File: config.mk
export PLATFORM = sky130hd
export DESIGN_NAME = mem_bus_responder
export DESIGN_NICKNAME = d
export VERILOG_FILES = /design/src/rtl/mem_bus_responder.sv
export SDC_FILE = /design/constraint.sdc
export NUM_CORES = 1
export LEC_CHECK = 0
export ABC_AREA = 1
export CORE_UTILIZATION = 66
export DETAILED_ROUTE_END_ITERATION = 16
export DONT_BUFFER_PORTS = 1
export GPL_ROUTABILITY_DRIVEN = 0
export GPL_TIMING_DRIVEN = 0
export PLACE_DENSITY = 0.93
export SYNTH_ARGS = -nofsm -noshare
export SYNTH_HDL_FRONTEND = slang
export SYNTH_SLANG_ARGS = --single-unit
File: constraint.sdc
create_clock -name i_clk -period 2.75 [get_ports i_clk]
set_input_delay 0.55 -clock i_clk [delete_from_list [all_inputs] [get_ports i_clk]]
set_output_delay 0.55 -clock i_clk [all_outputs]
set_load 0.005 [all_outputs]
File: src/rtl/mem_bus_responder.sv
// Slave end of the shared memory request bus: runs one timed access cycle at a
// time on an asynchronous SRAM (setup, strobe, hold, done) and returns a ready
// pulse, plus the read data on reads.
module mem_bus_responder #(
    parameter int unsigned ADDR_W      = 22,
    parameter int unsigned DATA_W      = 32,
    parameter int unsigned WAIT_CYCLES = 2
) (
    input  logic              i_clk,
    input  logic              i_rst,
    input  logic [ADDR_W-1:0] i_addr,
    input  logic [DATA_W-1:0] i_wr,
    input  logic              i_cs,
    input  logic              i_rw,
    output logic [DATA_W-1:0] o_rd,
    output logic              o_ready,
    output logic              o_busy,
    output logic [ADDR_W-1:0] o_sram_addr,
    output logic [DATA_W-1:0] o_sram_dq,
    output logic              o_sram_dq_oe,
    input  logic [DATA_W-1:0] i_sram_dq,
    output logic              o_sram_ce_n,
    output logic              o_sram_oe_n,
    output logic              o_sram_we_n
);

    localparam int unsigned      CNT_W    = 4;
    localparam logic [CNT_W-1:0] CNT_LOAD = CNT_W'(WAIT_CYCLES - 1);

    typedef enum logic [2:0] {
        S_IDLE,
        S_SETUP,
        S_ACCESS,
        S_HOLD,
        S_DONE
    } state_t;

    state_t            r_state;
    state_t            w_state_next;
    logic [CNT_W-1:0]  r_cnt;
    logic [CNT_W-1:0]  w_cnt_next;
    logic              r_rw;
    logic              w_accept;
    logic              w_rw_next;
    logic              w_active_next;
    logic              w_strobe_next;
    logic              w_capture;

    logic [DATA_W-1:0] r_rd;
    logic              r_ready;
    logic              r_busy;
    logic [ADDR_W-1:0] r_sram_addr;
    logic [DATA_W-1:0] r_sram_dq;
    logic              r_sram_dq_oe;
    logic              r_sram_ce_n;
    logic              r_sram_oe_n;
    logic              r_sram_we_n;

    // Next-state, strobe counter and next-cycle pin decode
    always_comb begin
        w_state_next = r_state;
        w_cnt_next   = r_cnt;
        w_accept     = 1'b0;
        case (r_state)
            S_IDLE: begin
                if (i_cs) begin
                    w_accept     = 1'b1;
                    w_state_next = S_SETUP;
                end
            end
            S_SETUP: begin
                w_state_next = S_ACCESS;
                w_cnt_next   = CNT_LOAD;
            end
            S_ACCESS: begin
                if (r_cnt == '0) begin
                    w_state_next = S_HOLD;
                end else begin
                    w_cnt_next = r_cnt - CNT_W'(1);
                end
            end
            S_HOLD:  w_state_next = S_DONE;
            S_DONE:  w_state_next = S_IDLE;
            default: w_state_next = S_IDLE;
        endcase
        // Direction of the access that the next state belongs to
        w_rw_next     = w_accept ? i_rw : r_rw;
        w_active_next = (w_state_next == S_SETUP) || (w_state_next == S_ACCESS) ||
                        (w_state_next == S_HOLD);
        w_strobe_next = (w_state_next == S_ACCESS);
        w_capture     = (r_state == S_ACCESS) && (r_cnt == '0) && r_rw;
    end

    // State and strobe counter registers
    always_ff @(posedge i_clk) begin
        if (i_rst) begin
            r_state <= S_IDLE;
            r_cnt   <= '0;
        end else begin
            r_state <= w_state_next;
            r_cnt   <= w_cnt_next;
        end
    end

    // Request latch and registered SRAM/bus outputs, decoded from the next state
    always_ff @(posedge i_clk) begin
        if (i_rst) begin
            r_rw         <= 1'b0;
            r_rd         <= '0;
            r_ready      <= 1'b0;
            r_busy       <= 1'b0;
            r_sram_addr  <= '0;
            r_sram_dq    <= '0;
            r_sram_dq_oe <= 1'b0;
            r_sram_ce_n  <= 1'b1;
            r_sram_oe_n  <= 1'b1;
            r_sram_we_n  <= 1'b1;
        end else begin
            if (w_accept) begin
                r_rw        <= i_rw;
                r_sram_addr <= i_addr;
                r_sram_dq   <= i_wr;
            end
            if (w_capture) begin
                r_rd <= i_sram_dq;
            end
            r_ready      <= (w_state_next == S_DONE);
            r_busy       <= (w_state_next != S_IDLE);
            r_sram_ce_n  <= !w_active_next;
            r_sram_dq_oe <= w_active_next && !w_rw_next;
            r_sram_oe_n  <= !(w_strobe_next && w_rw_next);
            r_sram_we_n  <= !(w_strobe_next && !w_rw_next);
        end
    end

    assign o_rd         = r_rd;
    assign o_ready      = r_ready;
    assign o_busy       = r_busy;
    assign o_sram_addr  = r_sram_addr;
    assign o_sram_dq    = r_sram_dq;
    assign o_sram_dq_oe = r_sram_dq_oe;
    assign o_sram_ce_n  = r_sram_ce_n;
    assign o_sram_oe_n  = r_sram_oe_n;
    assign o_sram_we_n  = r_sram_we_n;

endmodule

Word level (Yosys, flattened, before mapping)
Cells that the tools add are included.
{"block": "totals", "word_cells": 45, "inputBits": 90, "out_inout_bits": 92, "regBits": 100, "latch_bits": 0, "mem_count": 0, "rom_bits": 0, "ramBits": 0}
{"block": "classes", "order_cmp": 0, "n_eq_ne": 8, "reduce_logical": 16, "bitwise": 0, "n_mux": 8, "div_mod_pow": 0, "shifts": 0, "multipliers": 0, "addsub": 1}
{"operator": "$eq 3x2->1 const B", "n": 4}
{"operator": "$pmux 3 s4", "n": 1}
{"operator": "$pmux 4 s2", "n": 1}
{"operator": "$eq 3x1->1 const B", "n": 2}
{"operator": "$mux 3", "n": 2}
{"operator": "$logic_and 1x1->1", "n": 5}
{"operator": "$logic_not 1->1", "n": 4}
{"operator": "$logic_not 4->1", "n": 1}
{"operator": "$mux 4", "n": 1}
{"operator": "$sub 4x1->4 const B", "n": 1}
{"operator": "$eq 3x3->1 const B", "n": 1}
{"operator": "$logic_not 3->1", "n": 1}
{"operator": "$mux 1", "n": 3}
{"operator": "$reduce_bool 3->1", "n": 1}
{"operator": "$logic_or 1x1->1", "n": 2}
{"operator": "$ne 2x2->1 const B", "n": 1}
{"operator": "$reduce_and 2->1", "n": 1}
{"operator": "$reduce_bool 2->1", "n": 1}

Logic depth before layout (Yosys ltp)
Gate-level depths: netlist of the first run.
{"block": "depth", "depth_word": 7, "depth_mapped": 9, "depth_no_buf": 9}

Worst setup path after synthesis of the first run
Ideal clock, no wire load.
{"block": "synth_path", "path_type": "register -> register", "from": "reg r_cnt[0]", "to": "reg r_rd[10], in the netlist o_rd[10]", "required_time_ns": 2.634, "path_stages_with_launch": 9, "t_arrival_ns": 1.209, "synth_period_minus_slack_ns": 1.324, "n_path_buf": 1, "path_slack_ns": 1.426, "setup_ns": 0.116, "path_cell_list": "dfxtp_1 inv_1 ha_1 nand2_1 nor2_4 nand3_4 clkbuf_2 o21ai_0 nor2_1"}
{"block": "synth_via", "elab_chain_len": 3}
{"item": "from (decl)", "line_no": "40", "rtl": "logic [CNT_W-1:0] r_cnt;"}
{"item": "from (signal assigned)", "line_no": "101", "rtl": "r_cnt <= w_cnt_next;"}
{"item": "$logic_not 4->1", "line_no": "91", "rtl": "w_capture = (r_state == S_ACCESS) && (r_cnt == '0) && r_rw;"}
{"item": "$logic_and 1x1->1 (2 in a row)", "line_no": "91"}
{"item": "to (signal assigned)", "line_no": "125", "rtl": "r_rd <= i_sram_dq;"}
{"item": "to (decl)", "line_no": "49", "rtl": "logic [DATA_W-1:0] r_rd;"}
No other way between the ends.
A chain may end at the register's enable or synchronous reset.

Final worst setup path of the first run
{"block": "layout_path", "from": "reg r_cnt[0]", "to": "reg r_rd[3], in the netlist o_rd[3]"}
Same word-level chain as after synthesis.

==> results of run 1 <==
-- report_power, final --
part           leakage (nW)  internal (mW)  switching, mW
logic                 0.586          0.138          0.238
registers             0.816           1.56         0.0887
clock network         0.109          0.533          0.455
total                  1.51           2.23          0.782
-- worst reg2reg max path, stage by stage, from the launching register on --
cell and delay, ns:
dfxtp_1 0.33, inv_1 0.09, ha_1 0.22, nand2_1 0.11, nor2_4 0.15, nand3_4 0.14
clkbuf_2 0.20, o21ai_0 0.24, nor2_1 0.06
-- cells in the final DEF, fill, tap and decap left out, types with 3 or more instances in the layout --
master    synthesis  final
inv_1            13     13
nand2_1         126    126
clkbuf_1          8      9
nor2_1           68     68
a21oi_1          60     60
o21ai_0          33     33
clkbuf_2          3      3
dfxtp_1         100    100
nand3_1           4      4
nor3_1            3      3
inv_2             3      3
buf_6             4      4
buf_4             9      9
clkbuf_8          0     10
buf_2             3      3
-- registers in the layout (all words and copies together), names as in the netlist --
name	flops
o_busy	1
o_rd	32
o_ready	1
o_sram_addr	22
o_sram_ce_n	1
o_sram_dq	32
o_sram_dq_oe	1
o_sram_oe_n	1
o_sram_we_n	1
r_cnt	4
r_rw	1
r_state	3
-- path summary, 6_finish.rpt --
path	endpoint	start
max reg2reg	o_rd[3]	r_cnt[0]
min	o_sram_dq[15]	i_wr[15]
max	o_rd[3]	r_cnt[0]
min reg2reg	o_sram_addr[10]	o_sram_addr[10]
-- logic make-up (layout without fill, tap and decap cells) --
group,count (synthesis),count (layout),share of synthesized area
XOR/XNOR,1,1,0.00246
flip-flops,100,100,0.562
buffers and inverters,45,60,0.0684
AND/OR/NAND/NOR,206,206,0.232
AO/OA/AOI/OAI,94,94,0.132
adder cells (fa/ha/maj),1,1,0.00351
-- per-stage QoR --
stage,instance area [um^2],std cells,power (mW)
after floorplan,3560,447,1.96
after global placement,3650,517,2.03
after detailed placement,3650,517,2.05
after CTS,3870,532,3.03
after global routing,3870,532,3.15
final,3870,532,3.01
-- per-layer routing --
metal | up-vias | GRT usage | routed length, um
met3 | 13 | 0.0767 | 757
met5 | - | 0 | 0
met4 | 0 | 0.142 | 165
li1 | 1439 | - | -
met2 | 137 | 0.442 | 3890
met1 | 1347 | 0.290 | 3050
-- area by class of cell --
type | count | area share
clock inverter | 4 | 0.0191
inverter | 18 | 0.0184
buffer | 27 | 0.0446
multi-input combinational | 302 | 0.341
clock buffer | 11 | 0.0366
sequential | 100 | 0.518
tap | 70 | 0.0226
==> impl_metrics.json, run 1 <==
{
  "leakage_nw": 1.51,
  "synthTopCellsByArea": "dfxtp_1 56%, nand2_1 13%, a21oi_1 8.4%",
  "layout-drive-gt1-share": 0.0909,
  "num_antenna_cells": 0,
  "multi_input_area_mm2": 0.00132,
  "cts.repair.resized": 0,
  "drcViolationCount": 0,
  "max_stage_delay_ns": 0.33,
  "grt_pass1_wl_mm": 11.1,
  "critPathCaptureType": "flop",
  "grt_remaining_overflow": 0,
  "ys.flop_type": "dfxtp_1",
  "path_cells": "inv_1, ha_1, nand2_1, nor2_4, nand3_4, clkbuf_2, o21ai_0, nor2_1",
  "rsz0062_at_grt": "false",
  "critPathSlowestCell": "dfxtp_1",
  "postCtsSetupRepairBufs": 0,
  "slew_viol_final": 0,
  "start_util": 0.694,
  "syn_to_final_growth_pct": 8.49,
  "fmax_ghz": 0.612,
  "dp_hpwl_mm": 5.88,
  "firstDrtPassIters": 4,
  "num-fill-cells": 398,
  "syn_area_mm2": 0.00356,
  "finalCoreUtilization": 0.752,
  "critPathKind": "reg -> reg",
  "slew_headroom": 0.667,
  "async_reset_ff_frac": 0,
  "grt_max_degree": 16,
  "yosysSeqAreaShare": 0.562,
  "die-area_mm2": 0.00570,
  "numCtsBuffers": 9,
  "vias": 2936,
  "global_route.usage.total": 0.259,
  "num_rows": 26,
  "final.setup.worst_slack_ns": 1.12,
  "drt-vias-per-instance": 5.52,
  "hold_path_class": "in -> reg",
  "crit_required_ns": 2.98,
  "synth_edf_count": 0,
  "cp.depth": 8,
  "root_buffer": "clkbuf_8",
  "tritoncts": "done",
  "tightest_slew_ns": 0.499,
  "syn_nets": 538,
  "die_h_um": 75.5,
  "synth_top_area_share": 0.562,
  "clock_path_buffers": 2,
  "synth.most_common_cell": "nand2_1",
  "setup_viol": 0,
  "seq_area_mm2": 0.00200,
  "cp_num_buf_inv": 2,
  "avgSynthCellArea_um2": 7.97,
  "ant_nets": 0,
  "post-route-min-period_ns": 1.63,
  "io_buffers": 0,
  "skew_ns": 0.00682,
  "hold_viol": 0,
  "htreeDepth": 3,
  "clock_sinks": 100,
  "cp_top_family": "simple AND/OR/NAND/NOR gates",
  "ys_seq_elements": 100,
  "fin_crit_sh": 0.594,
  "grt_pass1_vias": 2541,
  "core_area_mm2": 0.00514,
  "drv_cap": 0,
  "clk_pin_slew_ns": 0.09,
  "crit_arrival_ns": 1.87,
  "clkLatencyLatePin_ns": 0.34,
  "hold-path-cell-count": 2,
  "yosys.cell_types.count": 22,
  "die_w_um": 75.5,
  "synthCells": 447,
  "ctsHoldBuffers": 0,
  "hold_slack_ns": 0.341,
  "rrSetupSlack_ns": 1.12,
  "ys_top_cells_by_count": "126 x nand2_1, 100 x dfxtp_1, 68 x nor2_1",
  "outcome": "complete, no violations",
  "wl_per_cell_um": 14.8,
  "cp-start-kind": "flop",
  "ir_worst_vdd_v": 0.000646,
  "antenna_found_initial": 0,
  "critPathMaxFanout": 10,
  "first_iter_violations": 100,
  "nNetsFinal": 549,
  "io-pin-count": 182,
  "pre_cts_slack_ns": 1.09,
  "routed_wl_mm": 7.86,
  "synth_area_leader_cell": "dfxtp_1",
  "fin_tns_setup_ns": 0,
  "reg2regPathDepth": 8,
  "yosysWarnings": 0,
  "power.density_mw_per_mm2": 778
}
Note: power is estimated with default switching activity, not from simulation.
==> inputs of run 2 (changes only) <==
- CORE_UTILIZATION: 66 -> 61
- PLACE_DENSITY: 0.93 -> 0.88
- clock period: 2.75 -> 1.65 ns (I/O delays scaled with it)
==> run 2 against run 1 <==
  * Sequential power grew 66%
  * Largest power group unchanged
  * Via count is essentially flat
  * Largest cell class unchanged
  * Global-route usage shrank 0.30 points
==> impl_metrics.json, run 2 (same netlist as run 1, synthesis figures left out) <==
{
  "numPlacedInstances": 519,
  "critPathMaxFanout": 10,
  "tritoncts": "done",
  "pwr-share-comb": 0.135,
  "tightest_slew_ns": 0.493,
  "crit_arrival_ns": 1.80,
  "global_route.usage.total": 0.256,
  "grt_pass1_wl_mm": 12.3,
  "final_common_cell": "nand2_1",
  "critPathKind": "reg -> reg",
  "clockPowerShare": 0.279,
  "vias": 2935,
  "clock_sinks": 100,
  "setup_viol": 0,
  "nNetsFinal": 549,
  "first_iter_violations": 88,
  "pre_cts_slack_ns": 0.0964,
  "cp_top_family": "simple AND/OR/NAND/NOR gates",
  "htreeDepth": 3,
  "instances_no_fill": 535,
  "outcome": "complete, no violations",
  "critPathCaptureType": "flop",
  "path_cells": "inv_1, ha_2, nand2_1, nor2_4, nand3_4, clkbuf_2, o21ai_0, nor2_1",
  "crit_path_start": "r_cnt[0]",
  "antenna_found_initial": 0,
  "num_rows": 27,
  "clkLatencyLatePin_ns": 0.34,
  "switchingPower_mw": 1.31,
  "p_int_mw": 3.38,
  "regToRegStartpoint": "r_cnt[0]",
  "power.density_mw_per_mm2": 1230,
  "stdcell_area_mm2": 0.00382,
  "die-area_mm2": 0.00615,
  "dp_hpwl_mm": 5.91,
  "root_buffer": "clkbuf_8",
  "hold_path_class": "in -> reg",
  "grt_remaining_overflow": 0,
  "slew_viol_final": 0,
  "leakage_nw": 1.48,
  "drcViolationCount": 0,
  "io-pin-count": 182,
  "max_stage_delay_ns": 0.33,
  "ir_worst_vdd_v": 0.000777,
  "routed_wl_mm": 7.87,
  "slew_headroom": 0.671,
  "rsz0062_at_grt": "true",
  "ant_nets": 0,
  "postCtsSetupRepairBufs": 0,
  "num_antenna_cells": 0,
  "grt_max_degree": 16,
  "die_h_um": 78.4,
  "grt_pass1_vias": 2835,
  "seq_power_share": 0.585,
  "crit_end": "o_rd[4]",
  "rr_endpoint": "o_rd[4]",
  "cp-start-kind": "flop",
  "cp.depth": 8,
  "drv_cap": 0,
  "fmax_ghz": 0.637,
  "start_util": 0.640,
  "layout-drive-gt1-share": 0.0907,
  "final.setup.worst_slack_ns": 0.0792,
  "clock_path_buffers": 2,
  "crit_required_ns": 1.88,
  "clk_pin_slew_ns": 0.09,
  "swShare": 0.279,
  "core_area_mm2": 0.00557,
  "cp_num_buf_inv": 2,
  "die_w_um": 78.4,
  "critPathSlowestCell": "dfxtp_1",
  "firstDrtPassIters": 5,
  "fin_crit_sh": 0.952,
  "wl_per_cell_um": 14.7,
  "finalCoreUtilization": 0.685,
  "syn_to_final_growth_pct": 7.13,
  "hold_viol": 0,
  "placedInstanceArea_mm2": 0.00365,
  "numCtsBuffers": 9,
  "io_buffers": 0,
  "rrSetupSlack_ns": 0.08,
  "power_mw": 4.68,
  "drt-vias-per-instance": 5.49,
  "skew_ns": 0.0115,
  "reg2regPathDepth": 8,
  "final_cell_mix": "126 x nand2_1, 100 x dfxtp_1, 68 x nor2_1, 60 x a21oi_1, 27 x o21ai_0",
  "post-route-min-period_ns": 1.57
}
==> run 2: cell types whose count changed in the layout (fill, tap and decap cells not counted) <==
cell,delta
clkbuf_1,+2
ha_1,-1
ha_2,+1
o21ai_0,-6
buf_2,+1
clkbuf_8,-1
clkinvlp_4,+1
clkbuf_2,-1
clkinv_2,+1
bufinv_16,-2
o21ai_1,+6
==> run 2: layout make-up <==
type,instances,area [um^2]
buffer,27,173
clock buffer,12,135
clock inverter,4,26.3
inverter,18,71.3
sequential,100,2000
tap,72,90.1
multi-input combinational,302,1320
fill,468,1760
==> run 2: layer usage <==
metal / vias up / global-route usage / wire, um
li1: 1442 / - / -
met1: 1311 / 0.278 / 3040
met2: 168 / 0.454 / 3870
met3: 14 / 0.0826 / 817
met4: 0 / 0.111 / 149
met5: - / 0 / 0
==> run 2: metrics by stage <==
stage / TNS (ns) / hold WS [ns]
floorplan: 0 / 0.454
global route: -0.0450 / 0.0925
CTS: 0 / 0.105
finish: 0 / 0.114
detailed placement: 0 / 0.475
global placement: 0 / 0.471
==> run 2: power by group through the flow <==
stage	logic [mW]	registers, mW	clock network [mW]
after floorplan	0.509	2.76	0
after global placement	0.592	2.79	0
after detailed placement	0.628	2.80	0
after CTS	0.630	2.74	1.34
after global routing	0.720	2.76	1.45
final	0.634	2.74	1.31
==> run 2: worst min-delay path by stage <==
stage                         startpoint        endpoint  slack [ns]  depth (start not counted)
after floorplan                 r_cnt[1]        r_cnt[1]        0.45                          2
after global placement          r_cnt[1]        r_cnt[1]        0.47                          2
after detailed placement  o_sram_addr[8]  o_sram_addr[8]        0.48                          2
after CTS                       i_wr[27]   o_sram_dq[27]        0.11                          2
after global routing            i_wr[25]   o_sram_dq[25]        0.09                          2
final                           i_wr[27]   o_sram_dq[27]        0.11                          2
==> run 2: repair_timing <==
item | in CTS | in global routing
hold buffers | 0 | 0
endpoints found under the setup margin | 0 | 22
gates resized for setup | 0 | 8
endpoints found under the hold margin | 0 | 0
==> inputs of run 3 (changes only) <==
- CORE_ASPECT_RATIO: not set -> 0.9
==> run 3 against run 2 <==
  * Power up 4.9%
  * Clock skew fell by 0.00093 ns
  * Combinational power decreased by 2%
  * Largest cell class unchanged
==> impl_metrics.json, run 3 (same netlist as run 1, synthesis figures left out) <==
{
  "outcome": "complete, no violations",
  "hold_viol": 0,
  "stdcell_area_mm2": 0.00386,
  "grt_max_degree": 17,
  "global_route.usage.total": 0.238,
  "setup_viol": 0,
  "die_h_um": 74.5,
  "grt_remaining_overflow": 0,
  "fmax_ghz": 0.665,
  "num_antenna_cells": 0,
  "post-route-min-period_ns": 1.50,
  "rrSetupSlack_ns": 0.15,
  "root_buffer": "clkbuf_8",
  "crit_required_ns": 1.89,
  "ant_nets": 0,
  "wl_per_cell_um": 14.3,
  "syn_to_final_growth_pct": 8.18,
  "grtUsageMet2": 0.421,
  "critPathCaptureType": "flop",
  "cts.repair.resized": 0,
  "clock_path_buffers": 2,
  "top_usage_layer": "met2",
  "rr_endpoint": "o_rd[31]",
  "skew_ns": 0.0106,
  "numCtsBuffers": 9,
  "tritoncts": "done",
  "critPathMaxFanout": 10,
  "placedInstanceArea_mm2": 0.00365,
  "met1_usage": 0.260,
  "start_util": 0.630,
  "hold-path-cell-count": 2,
  "pre_cts_slack_ns": 0.103,
  "grt_pass1_wl_mm": 11.0,
  "grt_pass1_vias": 2603,
  "power.density_mw_per_mm2": 1270,
  "num_rows": 26,
  "slew_headroom": 0.698,
  "crit_arrival_ns": 1.75,
  "grtUsageMet3": 0.0957,
  "die_w_um": 82.6,
  "layout-drive-gt1-share": 0.0950,
  "firstDrtPassIters": 6,
  "clock_sinks": 100,
  "dp_hpwl_mm": 5.73,
  "ir_worst_vdd_v": 0.00101,
  "drv_cap": 0,
  "io_buffers": 0,
  "drt-vias-per-instance": 5.34,
  "first_iter_violations": 80,
  "path_cells": "inv_1, ha_2, nand2_1, nor2_4, nand3_4, buf_2, o21ai_0, nor2_1",
  "final.setup.worst_slack_ns": 0.147,
  "nNetsFinal": 549,
  "regToRegStartpoint": "r_cnt[0]",
  "final_cell_mix": "126 x nand2_1, 100 x dfxtp_1, 68 x nor2_1, 60 x a21oi_1, 22 x o21ai_0",
  "leakage_nw": 1.50,
  "max_stage_delay_ns": 0.33,
  "fin_crit_sh": 0.911,
  "clk_pin_slew_ns": 0.10,
  "reg2regPathDepth": 8,
  "antenna_found_initial": 0,
  "cp-start-kind": "flop",
  "critPathSlowestCell": "dfxtp_1",
  "rsz0062_at_grt": "true",
  "slew_viol_final": 0,
  "critPathKind": "reg -> reg",
  "hp-start": "i_addr[15]",
  "tightest_slew_ns": 0.453,
  "instances_no_fill": 533,
  "clkLatencyLatePin_ns": 0.35,
  "die-area_mm2": 0.00615,
  "io-pin-count": 182,
  "min_to": "o_sram_addr[15]",
  "hold_path_class": "in -> reg",
  "vias": 2847,
  "routed_wl_mm": 7.63,
  "drcViolationCount": 0,
  "final_common_cell": "nand2_1",
  "numPlacedInstances": 517,
  "postCtsSetupRepairBufs": 0,
  "ctsHoldBuffers": 0,
  "htreeDepth": 3,
  "core_area_mm2": 0.00566
}
-- run 3: routing by layer --
layer / part of all wire / wire length (um)
met3: 0.11 / 810
met2: 0.50 / 3800
met5: 0 / 0
met1: 0.38 / 2920
met4: 0.013 / 103
-- run 3: worst max-delay path, delay by kind of cell, from the launching register on --
family / cells / cell delay, ns
AOI/OAI and AO/OA: 1 / 0.17
adders and majority gates: 1 / 0.21
buffers and inverters: 2 / 0.28
DFF: 1 / 0.33
and+or+nand+nor: 4 / 0.40
-- run 3: through the flow --
stage,TNS [ns],util,hold slack [ns],power [mW]
2_1_floorplan,0,-,0.454,3.26
3_3_place_gp,0,0.645,0.467,3.38
3_5_place_dp,0,0.645,0.474,3.42
4_1_cts,0,0.681,0.0981,4.94
5_1_grt,-0.0170,0.681,0.0937,5.14
6_report,0,0.681,0.110,4.91
-- run 3: final cells by class --
| type | instances | area, um^2 |
|---|---|---|
| Buffer | 27 | 173 |
| Inverter | 18 | 71.3 |
| Sequential cell | 100 | 2000 |
| Clock inverter | 5 | 60.1 |
| Clock buffer | 11 | 141 |
| Fill cell | 478 | 1800 |
| Tap cell | 70 | 87.6 |
| Multi-Input combinational cell | 302 | 1320 |
-- run 3: where the power goes --
part           internal [mW]  switching, mW
logic                  0.234          0.390
clock network          0.749          0.800
registers               2.60          0.144
-- run 3: how the worst max path moves through the flow --
stage                     startpoint  endpoint  slack (ns)  cells after the start
after floorplan             r_cnt[0]  o_rd[10]        0.33                      8
after global placement      r_cnt[0]   o_rd[5]        0.15                      8
after detailed placement    r_cnt[0]   o_rd[5]        0.10                      8
after CTS                   r_cnt[0]   o_rd[5]        0.09                      8
after global routing        r_cnt[0]  o_rd[15]      -0.006                      8
final                       r_cnt[0]  o_rd[31]        0.15                      8
